<file path="config.mk">
export PLATFORM = sky130hd
export DESIGN_NAME = difftest_commit_seq_flat
export DESIGN_NICKNAME = d
export VERILOG_FILES = /design/src/rtl/difftest_commit_seq_pkg.sv /design/src/rtl/difftest_commit_seq_if.sv /design/src/rtl/difftest_commit_seq_trace_fifo.sv /design/src/rtl/difftest_commit_seq.sv /design/src/flat_wrapper.sv
export SDC_FILE = /design/constraint.sdc
export NUM_CORES = 1
export LEC_CHECK = 0
export ABC_CLOCK_PERIOD_IN_PS = 4270
export CAP_MARGIN = 0
export CORE_MARGIN = 2
export CORE_UTILIZATION = 56
export DETAILED_ROUTE_END_ITERATION = 10
export GPL_TIMING_DRIVEN = 1
export PLACE_DENSITY_LB_ADDON = 0.3
export SKIP_LAST_GASP = 1
export SLEW_MARGIN = 10
export SYNTH_ARGS = -nofsm -noshare
export SYNTH_HDL_FRONTEND = slang
export SYNTH_SLANG_ARGS = --single-unit
</file>
<file path="constraint.sdc">
create_clock -name clock -period 4.27 [get_ports clock]
set_input_delay 0.427 -clock clock [delete_from_list [all_inputs] [get_ports clock]]
set_output_delay 0.427 -clock clock [all_outputs]
set_load 0.05 [all_outputs]
</file>
<file path="src/rtl/difftest_commit_seq_pkg.sv">
// rtl/difftest_commit_seq_pkg.sv - shared commit record type and trace constants
package npc_trace_pkg;

    localparam int          REC_XLEN  = 64;
    localparam logic [31:0] RV_EBREAK = 32'h0010_0073;
    localparam int          NREG      = 32;

    // One retired instruction as seen by the difftest sink
    typedef struct packed {
        logic [REC_XLEN-1:0]     pc;
        logic [31:0]             inst;
        logic [$clog2(NREG)-1:0] rd;
        logic                    wen;
        logic [REC_XLEN-1:0]     wdata;
        logic                    skip;
        logic                    halt;
    } commit_rec_t;

    typedef enum logic [1:0] {
        SEQ_RUN,
        SEQ_DRAIN,
        SEQ_HALTED
    } seq_state_e;

    // x0 is hardwired, so a write to it must never reach the sink as a write
    function automatic logic rd_writes(input logic wen, input logic [$clog2(NREG)-1:0] rd);
        return wen && (rd != '0);
    endfunction

endpackage

</file>
<file path="src/rtl/difftest_commit_seq_if.sv">
// rtl/difftest_commit_seq_if.sv - valid/ready commit record stream
interface commit_if #(
    parameter int XLEN = 64
);
    logic            valid;
    logic            ready;
    logic [XLEN-1:0] pc;
    logic [31:0]     inst;
    logic [4:0]      rd;
    logic            wen;
    logic [XLEN-1:0] wdata;
    logic            skip;
    logic            halt;

    modport master (output valid, pc, inst, rd, wen, wdata, skip, halt, input ready);
    modport slave  (input valid, pc, inst, rd, wen, wdata, skip, halt, output ready);
endinterface

</file>
<file path="src/rtl/difftest_commit_seq_trace_fifo.sv">
// rtl/difftest_commit_seq_trace_fifo.sv - synchronous FIFO of commit records
module trace_fifo
    import npc_trace_pkg::*;
#(
    parameter int DEPTH = 4
) (
    input  logic                   clock,
    input  logic                   reset_n,
    input  logic                   push,
    input  commit_rec_t            wr_data,
    input  logic                   pop,
    output commit_rec_t            rd_data,
    output logic                   full,
    output logic                   empty,
    output logic [$clog2(DEPTH):0] count
);
    localparam int AW = $clog2(DEPTH);

    logic [AW:0] wr_ptr;
    logic [AW:0] rd_ptr;
    commit_rec_t mem [DEPTH];

    // Extra pointer MSB distinguishes full from empty when indices match
    assign empty = (wr_ptr == rd_ptr);
    assign full  = (wr_ptr[AW] != rd_ptr[AW]) && (wr_ptr[AW-1:0] == rd_ptr[AW-1:0]);
    assign count = wr_ptr - rd_ptr;

    // Head is read straight from storage flops, so it holds until popped
    assign rd_data = mem[rd_ptr[AW-1:0]];

    // Storage and pointers; storage is cleared so the head reads zero out of reset
    always_ff @(posedge clock or negedge reset_n) begin
        if (!reset_n) begin
            wr_ptr <= '0;
            rd_ptr <= '0;
            for (int i = 0; i < DEPTH; i++) begin
                mem[i] <= '0;
            end
        end else begin
            if (push && !full) begin
                mem[wr_ptr[AW-1:0]] <= wr_data;
                wr_ptr              <= wr_ptr + (AW+1)'(1);
            end
            if (pop && !empty) begin
                rd_ptr <= rd_ptr + (AW+1)'(1);
            end
        end
    end

endmodule

</file>
<file path="src/rtl/difftest_commit_seq.sv">
// rtl/difftest_commit_seq.sv - commit-to-difftest sequencer with ordered ebreak halt
module difftest_commit_seq
    import npc_trace_pkg::*;
#(
    parameter int DEPTH = 4,
    parameter int XLEN  = 64
) (
    input  logic                   clock,
    input  logic                   reset_n,
    commit_if.slave                cmt,
    commit_if.master               trc,
    output logic                   halt_done,
    output logic [XLEN-1:0]        instr_cnt,
    output logic [$clog2(DEPTH):0] occupancy
);
    seq_state_e  state;
    commit_rec_t wr_rec;
    commit_rec_t head;
    logic        full;
    logic        empty;
    logic        push;
    logic        pop;

    // Ready depends only on state and fill, never on the sink's ready
    assign cmt.ready = (state == SEQ_RUN) && !full;
    assign trc.valid = !empty && (state != SEQ_HALTED);
    assign push      = cmt.valid && cmt.ready;
    assign pop       = trc.valid && trc.ready;

    assign wr_rec.pc    = REC_XLEN'(cmt.pc);
    assign wr_rec.inst  = cmt.inst;
    assign wr_rec.rd    = cmt.rd;
    assign wr_rec.wen   = rd_writes(cmt.wen, cmt.rd);
    assign wr_rec.wdata = REC_XLEN'(cmt.wdata);
    assign wr_rec.skip  = cmt.skip;
    assign wr_rec.halt  = cmt.halt;

    assign trc.pc    = head.pc[XLEN-1:0];
    assign trc.inst  = head.inst;
    assign trc.rd    = head.rd;
    assign trc.wen   = head.wen;
    assign trc.wdata = head.wdata[XLEN-1:0];
    assign trc.skip  = head.skip;
    assign trc.halt  = head.halt;

    trace_fifo #(
        .DEPTH (DEPTH)
    ) u_fifo (
        .clock   (clock),
        .reset_n (reset_n),
        .push    (push),
        .wr_data (wr_rec),
        .pop     (pop),
        .rd_data (head),
        .full    (full),
        .empty   (empty),
        .count   (occupancy)
    );

    // Halt sequencing: stop accepting at ebreak, finish once it has been consumed
    always_ff @(posedge clock or negedge reset_n) begin
        if (!reset_n) begin
            state     <= SEQ_RUN;
            halt_done <= 1'b0;
            instr_cnt <= '0;
        end else begin
            if (pop) begin
                instr_cnt <= instr_cnt + XLEN'(1);
            end
            case (state)
                SEQ_RUN: begin
                    if (push && cmt.halt) begin
                        state <= SEQ_DRAIN;
                    end
                end
                SEQ_DRAIN: begin
                    if (pop && head.halt) begin
                        state     <= SEQ_HALTED;
                        halt_done <= 1'b1;
                    end
                end
                SEQ_HALTED: begin
                    halt_done <= 1'b1;
                end
                default: begin
                    state <= SEQ_RUN;
                end
            endcase
        end
    end

endmodule
</file>
<file path="src/flat_wrapper.sv">
// flat-port wrapper written by rule: the top's interface ports become plain ports
module difftest_commit_seq_flat import npc_trace_pkg::*;
#(
    parameter int DEPTH = 4,
    parameter int XLEN  = 64
)
  (clock, reset_n, halt_done, instr_cnt, occupancy, cmt_valid, cmt_pc, cmt_inst, cmt_rd, cmt_wen, cmt_wdata, cmt_skip, cmt_halt, cmt_ready, trc_valid, trc_pc, trc_inst, trc_rd, trc_wen, trc_wdata, trc_skip, trc_halt, trc_ready);
  commit_if #(.XLEN(XLEN)) cmt_i ();
  commit_if #(.XLEN(XLEN)) trc_i ();
  input  logic clock;
  input  logic reset_n;
  output logic halt_done;
  output logic [XLEN-1:0] instr_cnt;
  output logic [$clog2(DEPTH):0] occupancy;
  input wire logic [$bits(cmt_i.valid)-1:0] cmt_valid;
  input wire logic [$bits(cmt_i.pc)-1:0] cmt_pc;
  input wire logic [$bits(cmt_i.inst)-1:0] cmt_inst;
  input wire logic [$bits(cmt_i.rd)-1:0] cmt_rd;
  input wire logic [$bits(cmt_i.wen)-1:0] cmt_wen;
  input wire logic [$bits(cmt_i.wdata)-1:0] cmt_wdata;
  input wire logic [$bits(cmt_i.skip)-1:0] cmt_skip;
  input wire logic [$bits(cmt_i.halt)-1:0] cmt_halt;
  output wire logic [$bits(cmt_i.ready)-1:0] cmt_ready;
  output wire logic [$bits(trc_i.valid)-1:0] trc_valid;
  output wire logic [$bits(trc_i.pc)-1:0] trc_pc;
  output wire logic [$bits(trc_i.inst)-1:0] trc_inst;
  output wire logic [$bits(trc_i.rd)-1:0] trc_rd;
  output wire logic [$bits(trc_i.wen)-1:0] trc_wen;
  output wire logic [$bits(trc_i.wdata)-1:0] trc_wdata;
  output wire logic [$bits(trc_i.skip)-1:0] trc_skip;
  output wire logic [$bits(trc_i.halt)-1:0] trc_halt;
  input wire logic [$bits(trc_i.ready)-1:0] trc_ready;
  assign cmt_i.valid = cmt_valid;
  assign cmt_i.pc = cmt_pc;
  assign cmt_i.inst = cmt_inst;
  assign cmt_i.rd = cmt_rd;
  assign cmt_i.wen = cmt_wen;
  assign cmt_i.wdata = cmt_wdata;
  assign cmt_i.skip = cmt_skip;
  assign cmt_i.halt = cmt_halt;
  assign cmt_ready = cmt_i.ready;
  assign trc_valid = trc_i.valid;
  assign trc_pc = trc_i.pc;
  assign trc_inst = trc_i.inst;
  assign trc_rd = trc_i.rd;
  assign trc_wen = trc_i.wen;
  assign trc_wdata = trc_i.wdata;
  assign trc_skip = trc_i.skip;
  assign trc_halt = trc_i.halt;
  assign trc_i.ready = trc_ready;
  difftest_commit_seq #(.DEPTH(DEPTH), .XLEN(XLEN)) u_core (.clock(clock), .reset_n(reset_n), .cmt(cmt_i), .trc(trc_i), .halt_done(halt_done), .instr_cnt(instr_cnt), .occupancy(occupancy));
endmodule
</file>
==> qor.txt <==
Die Width: 244.0 microns
Post-Synthesis Cells: 1,979
final instance area: 40,050 sq um
Vias: 18,900
# port buffers: 409
endpoints failing hold: 0
Worst Max-Slew Pin Slew: 1.085 ns
largest net degree at the start of global routing: 125
share of the yosys chip area belonging to registers: 57.78%
Post-Syn Area: 32,270 sq um
RSZ-0062 raised after global routing: no
hpwl dp: 48,440 microns
Distinct cells, synth: 39
reg2reg start: u_core.u_fifo.wr_ptr[0]$_DFFE_PN0P_
commonest cells in the netlist: 745 x dfrtp_1, 660 x mux2_2, 168 x mux4_2, 52 x buf_2
worst skew pair latency: 0.62 ns
Final Max Tran Viols: 0
GRT Util Overall: 26.00%
worst-path fanout max: 83
static leakage: 17.07 nW
synthesis-to-layout area growth: 24.13%
Worst EP arrival: 3.45 ns
first drt pass iteration count: 5
synth warn: 0
status: finished clean
Die ar.: 59,550 sq um
CTS Buf Count: 78
first-pass GRT wire length: 120,800 microns
Avg Vias per Cell: 5.863
Rel. slew slack: 27.64%
CP Class: register to primary output
Worst Hold Class: input port to async pin
syn_nets: 2,160
Synth top area share: 57.78%
post-synth top area cell: dfrtp_1
synth top area cells: dfrtp_1 58%, mux2_2 23%, mux4_2 12%
TritonCTS clock tree: yes
Max Cap Viol: 0
Nets: 2,577
Final Skew: 0.01831 ns
WP data required: 3.84 ns
setup bufs post-CTS: 0
DR iter-0 viols: 948
vias in the first global route: 21,340
post-route setup TNS: 0 ns
R2R cell count: 8
die height: 244.0 microns
EDFF count, synth: 0
GR Overflow Total: 0
per-cell routed wire length: 23.42 microns
asr flop ratio synth: 100.0%
flops & latches, synth: 745
reg-to-reg slack, setup: 1.21 ns
Power per Cell Area: 961.5 nW/um^2
Residual DRC: 0
WL final: 75,470 microns
top-count cell post-synth: dfrtp_1
cts hold-fix bufs: 1
Fin Hold WS: 0.4471 ns
FMAX: 258.2 MHz
Top Ports: 410
htree depth: 3
peak supply drop: 0.0007339 V
core area: 56,710 sq um
Syn Area/Cell: 16.30 sq um
min cycle time layout: 3.873 ns
clk slew on worst S/H paths: 0.06 ns
final setup fails: 0
CTS Sinks: 745
Final period util: 90.71%
global placement routability congestion: 0.8237
# resized after CTS: 0
Cell Area, Placed: 37,410 sq um
fraction of layout cells with a size suffix above 1: 41.17%
Initial Utilization: 56.89%
Crit. End Element: primary output
clock root cell: clkbuf_16
worst r2r dst: u_core.u_fifo.mem[76]$_DFFE_PN0P_
Worst setup SP type: register
Clock Path Buffers: 3
Final ANT Viol Nets: 0
initial antenna violation count: 15
ys flop type: dfrtp_1
Std-Cell Rows: 87
==> sequential cells by signal (all words and copies together) (netlist names) <==
register,flops
u_core.u_fifo.rd_ptr,3
u_core.instr_cnt,64
u_core.u_fifo.wr_ptr,3
u_core.state,2
u_core.halt_done,1
u_core.u_fifo.mem,672
==> power breakdown <==
group | switching [mW] | internal, mW
sequential | 1.70 | 10.4
combinational | 10.9 | 8.73
clock | 2.75 | 4.07
==> worst max path at each step <==
stage | start | endpoint | cells after the start
global route | u_core.u_fifo.rd_ptr[1]$_DFFE_PN0P_ | trc_pc[33] | 4
CTS | u_core.u_fifo.rd_ptr[1]$_DFFE_PN0P_ | trc_pc[33] | 4
finish | u_core.u_fifo.rd_ptr[1]$_DFFE_PN0P_ | trc_inst[27] | 4
detailed placement | u_core.u_fifo.rd_ptr[1]$_DFFE_PN0P_ | trc_pc[33] | 4
global placement | u_core.u_fifo.rd_ptr[1]$_DFFE_PN0P_ | trc_pc[30] | 4
floorplan | u_core.u_fifo.rd_ptr[1]$_DFFE_PN0P_ | cmt_ready | 7
==> through the flow <==
step           utilization, %  setup slack (ns)  power [mW]  instances
2_1_floorplan               -            0.7970       25.74       1979
3_3_place_gp            65.97             1.019       31.23       3071
3_5_place_dp            65.97             1.023       31.84       3071
4_1_cts                 70.58            0.3325       38.82       3214
5_1_grt                 70.61            0.2490       40.20       3220
6_report                70.62            0.3967       38.51       3223
==> cell usage in the layout (no fill, tap or decap), types with 20 or more instances in the layout <==
cell,Yosys,layout
buf_4,0,27
clkbuf_16,0,81
clkbuf_8,0,20
clkdlybuf4s50_1,0,408
dfrtp_1,745,743
mux2_2,660,660
mux4_2,168,168
nand2_1,43,43
nand3_1,22,22
nand4_1,21,21
nor2_1,20,20
nor3_1,24,24
xnor2_1,27,27
xor2_1,41,41
==> final cells by class <==
cell class                 instances  area, sq um
antenna                            9        22.52
clock buffer                     116         2359
clock inverter                    26        247.7
fill                            3616        16660
inverter                          11        41.29
multi-input combinational       1106        13130
sequential                       745        18650
tap                              756        945.9
timing repair buffer             454         4652
==> per-layer routing <==
metal	global-route usage, %	part of all wire [%]	vias to the layer above
li1	-	-	8214
met1	32.64	40	10010
met2	43.44	50	508
met3	7.342	6.7	155
met4	9.308	3.1	14
met5	0	0.13	-
==> kinds of logic after synthesis <==
family,synth area share (%)
buffers and inverters,1.691
and+or+nand+nor,2.839
adders and majority gates,0.3723
AOI/OAI and AO/OA,0.3839
muxes,35.04
xor gates and xnor gates,1.896
DFF,57.78
==> worst max-delay path: stages, from the launching register on <==
cell	delay, ns
dfrtp_4	0.42
buf_12	0.45
buf_4	0.67
mux4_2	0.33
clkdlybuf4s50_1	0.89
Power figures use the tool's default switching activity.
